<file path="src/rtl/fetch_pkg.sv">
// Shared types for the instruction fetch queue: FSM states and queue entry payload.
package fetch_pkg;

  localparam int unsigned ENTRY_AW = 32;
  localparam int unsigned INST_W   = 32;

  localparam logic [INST_W-1:0] NOP_INST = 32'h0;

  typedef enum logic [1:0] {
    IDLE = 2'd0,
    REQ  = 2'd1,
    HOLD = 2'd2,
    DROP = 2'd3
  } fetch_state_e;

  typedef struct packed {
    logic [ENTRY_AW-1:0] pc_plus4;
    logic [INST_W-1:0]   inst;
  } fetch_entry_t;

  // Value presented on the head when the queue is empty.
  localparam fetch_entry_t EMPTY_ENTRY = '{pc_plus4: '0, inst: NOP_INST};

endpackage

</file>
<file path="src/rtl/fetch_fifo.sv">
// Synchronous FIFO of fetched words with flush and a registered head entry.
module fetch_fifo
  import fetch_pkg::*;
#(
  parameter int unsigned DEPTH = 4
) (
  input  logic                   clk_i,
  input  logic                   rst_i,
  input  logic                   push_i,
  input  fetch_entry_t           push_data_i,
  input  logic                   pop_i,
  input  logic                   flush_i,
  output logic                   head_valid_o,
  output fetch_entry_t           head_o,
  output logic [$clog2(DEPTH):0] count_o
);

  localparam int unsigned PTR_W = $clog2(DEPTH);
  localparam int unsigned CNT_W = PTR_W + 1;

  fetch_entry_t     mem_q [DEPTH];
  logic [PTR_W-1:0] wr_ptr_q, wr_ptr_d;
  logic [PTR_W-1:0] rd_ptr_q, rd_ptr_d;
  logic [CNT_W-1:0] count_q, count_d;
  logic             head_valid_q, head_valid_d;
  fetch_entry_t     head_q, head_d;
  logic             push_en, pop_en;

  // Next pointers, occupancy and head; a word pushed into the slot that becomes head bypasses storage.
  always_comb begin
    pop_en       = pop_i && (count_q != '0);
    push_en      = push_i && ((count_q != CNT_W'(DEPTH)) || pop_en);
    wr_ptr_d     = wr_ptr_q;
    rd_ptr_d     = rd_ptr_q;
    count_d      = count_q;
    head_valid_d = 1'b0;
    head_d       = EMPTY_ENTRY;
    if (flush_i) begin
      wr_ptr_d = '0;
      rd_ptr_d = '0;
      count_d  = '0;
    end else begin
      if (push_en) wr_ptr_d = wr_ptr_q + PTR_W'(1);
      if (pop_en)  rd_ptr_d = rd_ptr_q + PTR_W'(1);
      count_d = count_q + CNT_W'(push_en) - CNT_W'(pop_en);
      if (count_d != '0) begin
        head_valid_d = 1'b1;
        head_d       = (push_en && (wr_ptr_q == rd_ptr_d)) ? push_data_i : mem_q[rd_ptr_d];
      end
    end
  end

  // Entry storage.
  always_ff @(posedge clk_i) begin
    if (push_en && !flush_i) mem_q[wr_ptr_q] <= push_data_i;
  end

  // Pointer, occupancy and head registers.
  always_ff @(posedge clk_i) begin
    if (rst_i) begin
      wr_ptr_q     <= '0;
      rd_ptr_q     <= '0;
      count_q      <= '0;
      head_valid_q <= 1'b0;
      head_q       <= EMPTY_ENTRY;
    end else begin
      wr_ptr_q     <= wr_ptr_d;
      rd_ptr_q     <= rd_ptr_d;
      count_q      <= count_d;
      head_valid_q <= head_valid_d;
      head_q       <= head_d;
    end
  end

  assign head_valid_o = head_valid_q;
  assign head_o       = head_q;
  assign count_o      = count_q;

endmodule

</file>
<file path="src/rtl/inst_fetch_queue.sv">
// Fetch stage: single-outstanding instruction memory requests feeding a small queue toward IF/ID.
module inst_fetch_queue
  import fetch_pkg::*;
#(
  parameter int unsigned       DEPTH    = 4,
  parameter int unsigned       ADDR_W   = 32,
  parameter logic [ADDR_W-1:0] RESET_PC = '0
) (
  input  logic              clk_i,
  input  logic              rst_i,
  input  logic              start_i,
  output logic              mem_req_o,
  output logic [ADDR_W-1:0] mem_addr_o,
  input  logic              mem_ack_i,
  input  logic [31:0]       mem_data_i,
  input  logic              stall_i,
  input  logic              redirect_i,
  input  logic [ADDR_W-1:0] redirect_pc_i,
  output logic              valid_o,
  output logic [31:0]       inst_o,
  output logic [ADDR_W-1:0] pc_plus4_o
);

  localparam int unsigned       CNT_W   = $clog2(DEPTH) + 1;
  localparam logic [ADDR_W-1:0] PC_STEP = ADDR_W'(4);

  fetch_state_e      state_q, state_d;
  logic [ADDR_W-1:0] fetch_pc_q, fetch_pc_d;
  logic              mem_req_q;
  logic              push, pop, flush;
  logic [CNT_W-1:0]  count, count_after;
  logic              room;
  logic              head_valid;
  fetch_entry_t      head, push_data;
  logic [ADDR_W-1:0] redirect_target;
  logic [1:0]        unused_pc_lsb;

  // Redirect targets are word aligned; the low address bits carry no meaning.
  assign redirect_target = {redirect_pc_i[ADDR_W-1:2], 2'b00};
  assign unused_pc_lsb   = redirect_pc_i[1:0];

  assign push_data = '{pc_plus4: ENTRY_AW'(fetch_pc_q + PC_STEP), inst: mem_data_i};

  // Next-state, fetch PC and queue control; redirect overrides every other event.
  always_comb begin
    state_d     = state_q;
    fetch_pc_d  = fetch_pc_q;
    push        = 1'b0;
    pop         = 1'b0;
    flush       = 1'b0;
    count_after = count;
    room        = 1'b0;
    if (redirect_i) begin
      flush      = 1'b1;
      fetch_pc_d = redirect_target;
      case (state_q)
        REQ, DROP: begin
          // An ack arriving with the redirect retires the stale request immediately.
          if (mem_ack_i) state_d = start_i ? REQ : IDLE;
          else           state_d = DROP;
        end
        default: state_d = state_q;
      endcase
    end else begin
      pop         = head_valid && !stall_i;
      push        = (state_q == REQ) && mem_ack_i;
      count_after = count + CNT_W'(push) - CNT_W'(pop);
      room        = count_after < CNT_W'(DEPTH);
      case (state_q)
        IDLE: begin
          if (start_i) state_d = room ? REQ : HOLD;
        end
        REQ: begin
          if (mem_ack_i) begin
            fetch_pc_d = fetch_pc_q + PC_STEP;
            if (!start_i)  state_d = IDLE;
            else if (room) state_d = REQ;
            else           state_d = HOLD;
          end
        end
        HOLD: begin
          if (!start_i)  state_d = IDLE;
          else if (room) state_d = REQ;
        end
        DROP: begin
          if (mem_ack_i) state_d = start_i ? REQ : IDLE;
        end
        default: state_d = IDLE;
      endcase
    end
  end

  // State, fetch PC and request-valid registers.
  always_ff @(posedge clk_i) begin
    if (rst_i) begin
      state_q    <= IDLE;
      fetch_pc_q <= RESET_PC;
      mem_req_q  <= 1'b0;
    end else begin
      state_q    <= state_d;
      fetch_pc_q <= fetch_pc_d;
      mem_req_q  <= (state_d == REQ);
    end
  end

  fetch_fifo #(
    .DEPTH (DEPTH)
  ) u_fifo (
    .clk_i        (clk_i),
    .rst_i        (rst_i),
    .push_i       (push),
    .push_data_i  (push_data),
    .pop_i        (pop),
    .flush_i      (flush),
    .head_valid_o (head_valid),
    .head_o       (head),
    .count_o      (count)
  );

  assign mem_req_o  = mem_req_q;
  assign mem_addr_o = fetch_pc_q;
  assign valid_o    = head_valid;
  assign inst_o     = head.inst;
  assign pc_plus4_o = ADDR_W'(head.pc_plus4);

endmodule

</file>
<file path="config.mk">
export PLATFORM = sky130hd
export DESIGN_NAME = inst_fetch_queue
export DESIGN_NICKNAME = d
export VERILOG_FILES = /design/src/rtl/fetch_pkg.sv /design/src/rtl/fetch_fifo.sv /design/src/rtl/inst_fetch_queue.sv
export SDC_FILE = /design/constraint.sdc
export NUM_CORES = 1
export LEC_CHECK = 0
export ABC_AREA = 1
export CAP_MARGIN = 20
export CELL_PAD_IN_SITES_DETAIL_PLACEMENT = 1
export CELL_PAD_IN_SITES_GLOBAL_PLACEMENT = 2
export CORE_AREA = 2 2 151 301
export CTS_CLUSTER_DIAMETER = 60
export DETAILED_ROUTE_END_ITERATION = 12
export DIE_AREA = 0 0 153 303
export PLACE_DENSITY_LB_ADDON = 0.3
export SETUP_SLACK_MARGIN = 0.2
export SLEW_MARGIN = 40
export SYNTH_ARGS = -nofsm -noshare
export SYNTH_HDL_FRONTEND = slang
export SYNTH_SLANG_ARGS = --single-unit
</file>
<file path="constraint.sdc">
create_clock -name clk_i -period 7.4 [get_ports clk_i]
set_clock_uncertainty 0.15 [all_clocks]
set_input_delay 2.22 -clock clk_i [delete_from_list [all_inputs] [get_ports clk_i]]
set_output_delay 2.22 -clock clk_i [all_outputs]
set_load 0.03 [all_outputs]
</file>
==> results.md <==
* Comb pwr share at 0.050
* Initial Util at 0.357
* Synthesized instance count at 1691
* DRC viols at 0
* Outcome: completed
* Layout cells sized above 1 at 0.0579
* Number of vias per cell at 5.07
* Max-cap violations at 0
* Sw frac at 0.219
* Largest net degree at the start of global routing at 129
* Setup violators final at 0
* Worst Tran Pin Value at 0.826 ns
* Placed cell count at 2341
* # IOs at 168
* Cell Pwr Density at 216 nW/um2
* GRT Overall Usage at 0.211
* Crit path DAT at 5.58 ns
* DR vias at 12181
* R2r worst-path depth at 16
* Post-synth EDFFs at 248
* Static leakage at 0.00755 uW
* Total die area at 46400 um2
* Total CTS buffers at 35
* Die H at 303 um
* Crit start category: primary input
* Crit-path slowest cell: clkdlybuf4s50_1
* Cell internal pwr at 3210 uW
* Setup CP Type: in2reg
* Post-route minimum period at 5.29 ns
* RD Place Congestion at 0.883
* Layout area overhead at 20.9%
* Worst hold path type: reg2reg
* Initial antenna violation count at 1
* Max-slew violation count at 0
* Nature of the critical path endpoint: register
* Slew HR at 0.447
* Crit Path Max Fanout at 15
* Number of global-route vias before repair at 13344
* Clock power frac at 0.430
* Register area share after synthesis at 0.604
* Reg clk slew, reported paths at 0.07 ns
* Hold Vio Cnt, Final at 0
* Asr flop ratio synth at 0
* Hold path endpoint: u_fifo.wr_ptr_q[0]$_SDFFE_PP0N_
* Nets at 1903
* 1st-pass router iterations at 5
* Most frequent CP cell: inv_1
* Worst Setup SP: redirect_i
* Slowest stage delay, CP at 0.70 ns
* Fin crit share at 0.715
* Synth cell types at 33
* Postcts setup bufs at 0
* Post-CTS Hold Buffers at 0
* Reg2reg setup slack at 3.96 ns
* Required time worst endpoint at 7.69 ns
* Worst reg2reg path startpoint: u_fifo.count_o[1]$_SDFF_PP0_
* Iteration-0 DRC Markers at 564
* Clock sinks at 351
* Detailed-route wire length per cell at 20.3 um
* Cell Rows at 109
* Seq pwr share at 0.520
* Inserted Diodes at 0
* Worst-Skew Late Latency at 0.52 ns
* Synth Warn # at 0
* Delay-heaviest family, CP: buffers and inverters
* GR Overflow Total at 0
* Post-Syn Area per Cell at 9.31 um2
* Post_cts resized at 0
* H-tree level count at 2
* Global-route wire length before repair at 75700 um
* Max rail drop VDD at 0.142 mV
* RSZ-0062 raised after global routing: false
* Port Buffers at 161
* Sw Pwr at 899 uW
* Bufs and invs on worst path at 6
* Final Non-Filler Cells at 2404
* CTS root buf: clkbuf_16
* Synth Cell Area at 15700 um2
* Hold path depth at 1
* Antenna-violating nets left at 0
* Routed WL at 48800 um
* Flops & latches, synth at 351
* Critical path cell sequence: clkdlybuf4s50_1 -> nor2_8 -> nand2_2 -> inv_1 -> ha_1 -> inv_1 -> ha_1 -> inv_1 -> fa_1 -> xor2_1 -> nand3_1 -> nand2_1 -> inv_1 -> buf_4 -> nand2_1 -> nor2_1
* R2R Path End: u_fifo.head_o[44]$_SDFF_PP0_
* Chip width at 153 um
* Hpwl dp at 30300 um
* Max Freq at 0.189 GHz
* Clock tree from TritonCTS: done
* CTS max path bufs at 3
* Hold path startpoint: u_fifo.wr_ptr_q[0]$_SDFFE_PP0N_
* Post-route setup TNS at 0 ns
* Fill cells at 5026
* Main synth FF type: edfxtp_1
* CORE AREA at 44100 um2
-- per-stage QoR --
step / util / setup WS (ns) / hold WS (ns) / cell area [um2] / total power (uW)
2_1_floorplan: - / 1.26 / 0.325 / 15800 / 2280
3_3_place_gp: 0.407 / 1.59 / 0.354 / 17900 / 2390
3_5_place_dp: 0.407 / 1.50 / 0.373 / 17900 / 2390
4_1_cts: 0.432 / 2.04 / 0.390 / 19000 / 4160
5_1_grt: 0.432 / 1.90 / 0.412 / 19000 / 4240
6_report: 0.432 / 2.11 / 0.387 / 19000 / 4110
-- state kept, by name (all words and copies together) (netlist names) --
name / flops
u_fifo.mem_q: 248
u_fifo.head_o: 62
mem_addr_o: 30
u_fifo.count_o: 3
state_q: 2
u_fifo.rd_ptr_q: 2
u_fifo.wr_ptr_q: 2
mem_req_o: 1
u_fifo.head_valid_o: 1
-- worst register-to-register path: cells and delay by family, from the launching register on --
family                     cells  cell delay, ns
and+or+nand+nor                6            0.67
buffers and inverters          6            1.22
xor gates and xnor gates       1            0.19
adders and majority gates      3            0.79
DFF                            1            0.36
-- power by group through the flow --
stage               combinational [uW]  sequential (uW)  clock, uW
floorplan                         78.0             2200          0
CTS                                208             2140       1810
finish                             204             2140       1770
global route                       223             2140       1880
detailed placement                 207             2180          0
global placement                   202             2180          0
-- layout by cell type, fill, tap and decap left out, types with 2 or more instances in the layout --
cell type          n
o21ai_0            4
buf_4             20
nand2_2            5
inv_1            210
dfxtp_1          103
clkbuf_8           6
nand3_2            2
conb_1             4
buf_12             4
a31oi_1           28
inv_2              8
clkbuf_16         37
nand2_1          441
clkinv_2           6
a211oi_1           2
nand3b_1         120
edfxtp_1         248
xnor2_1            3
nand3_1          212
nor2_1           132
clkdlybuf4s50_1  161
ha_1               9
nor2_4             5
nand2_4            2
nor2_2             4
o21ai_1            3
clkbuf_1          10
a21oi_1           31
buf_6              3
xor2_1            12
clkinv_1           2
nand4_1            3
-- layer usage --
| layer | global-route usage | vias to the layer above | routed length (um) |
|---|---|---|---|
| li1 | - | 5764 | - |
| met1 | 0.227 | 6068 | 18600 |
| met2 | 0.408 | 259 | 26400 |
| met3 | 0.0244 | 88 | 1550 |
| met4 | 0.0981 | 2 | 2200 |
| met5 | 0 | - | 13 |
-- layout make-up --
cell class / instances / area, um2 / area share
clock inverter: 10 / 75.1 / 0.00394
tap: 555 / 694 / 0.0365
multi-input combinational: 1029 / 5020 / 0.264
clock buffer: 53 / 1050 / 0.0549
sequential: 351 / 9510 / 0.499
inverter: 218 / 818 / 0.0430
timing repair buffer: 188 / 1880 / 0.0985
-- synthesized netlist by cell type (2+ instances only) --
cell,instances,area share
nand2_1,443,0.11
edfxtp_1,248,0.47
nand3_1,212,0.067
inv_1,210,0.050
nor2_1,137,0.033
nand3b_1,120,0.057
dfxtp_1,103,0.13
buf_2,44,0.014
a21oi_1,31,0.0099
clkbuf_1,29,0.0069
a31oi_1,28,0.011
xor2_1,12,0.0067
buf_1,11,0.0026
buf_4,9,0.0043
ha_1,9,0.0072
inv_2,8,0.0019
nand2_2,5,0.0020
o21ai_0,4,0.0013
buf_6,3,0.0021
nand3_2,3,0.0019
nand4_1,3,0.0012
nor2_2,3,0.0012
o21ai_1,3,0.00095
xnor2_1,3,0.0017
a211oi_1,2,0.00095
-- logic make-up after synthesis --
logic type                 count (synthesis)  synth area share
and+or+nand+nor                          930             0.272
DFF                                      351             0.604
buffers and inverters                    314            0.0819
AOI/OAI and AO/OA                         70            0.0251
xor gates and xnor gates                  15           0.00834
adders and majority gates                 10           0.00842
other                                      1          0.000238
-- how the worst max path moves through the flow --
stage / to / slack, ns / depth (start not counted)
floorplan: u_fifo.mem_q[0][0]$_DFFE_PP_ / 1.26 / 6
global placement: u_fifo.head_o[8]$_SDFF_PP0_ / 1.59 / 13
detailed placement: u_fifo.head_o[37]$_SDFF_PP0_ / 1.50 / 16
CTS: u_fifo.head_o[37]$_SDFF_PP0_ / 2.04 / 16
global route: u_fifo.head_o[25]$_SDFF_PP0_ / 1.90 / 13
finish: u_fifo.head_o[44]$_SDFF_PP0_ / 2.11 / 16
Note: power is estimated with default switching activity, not from simulation.
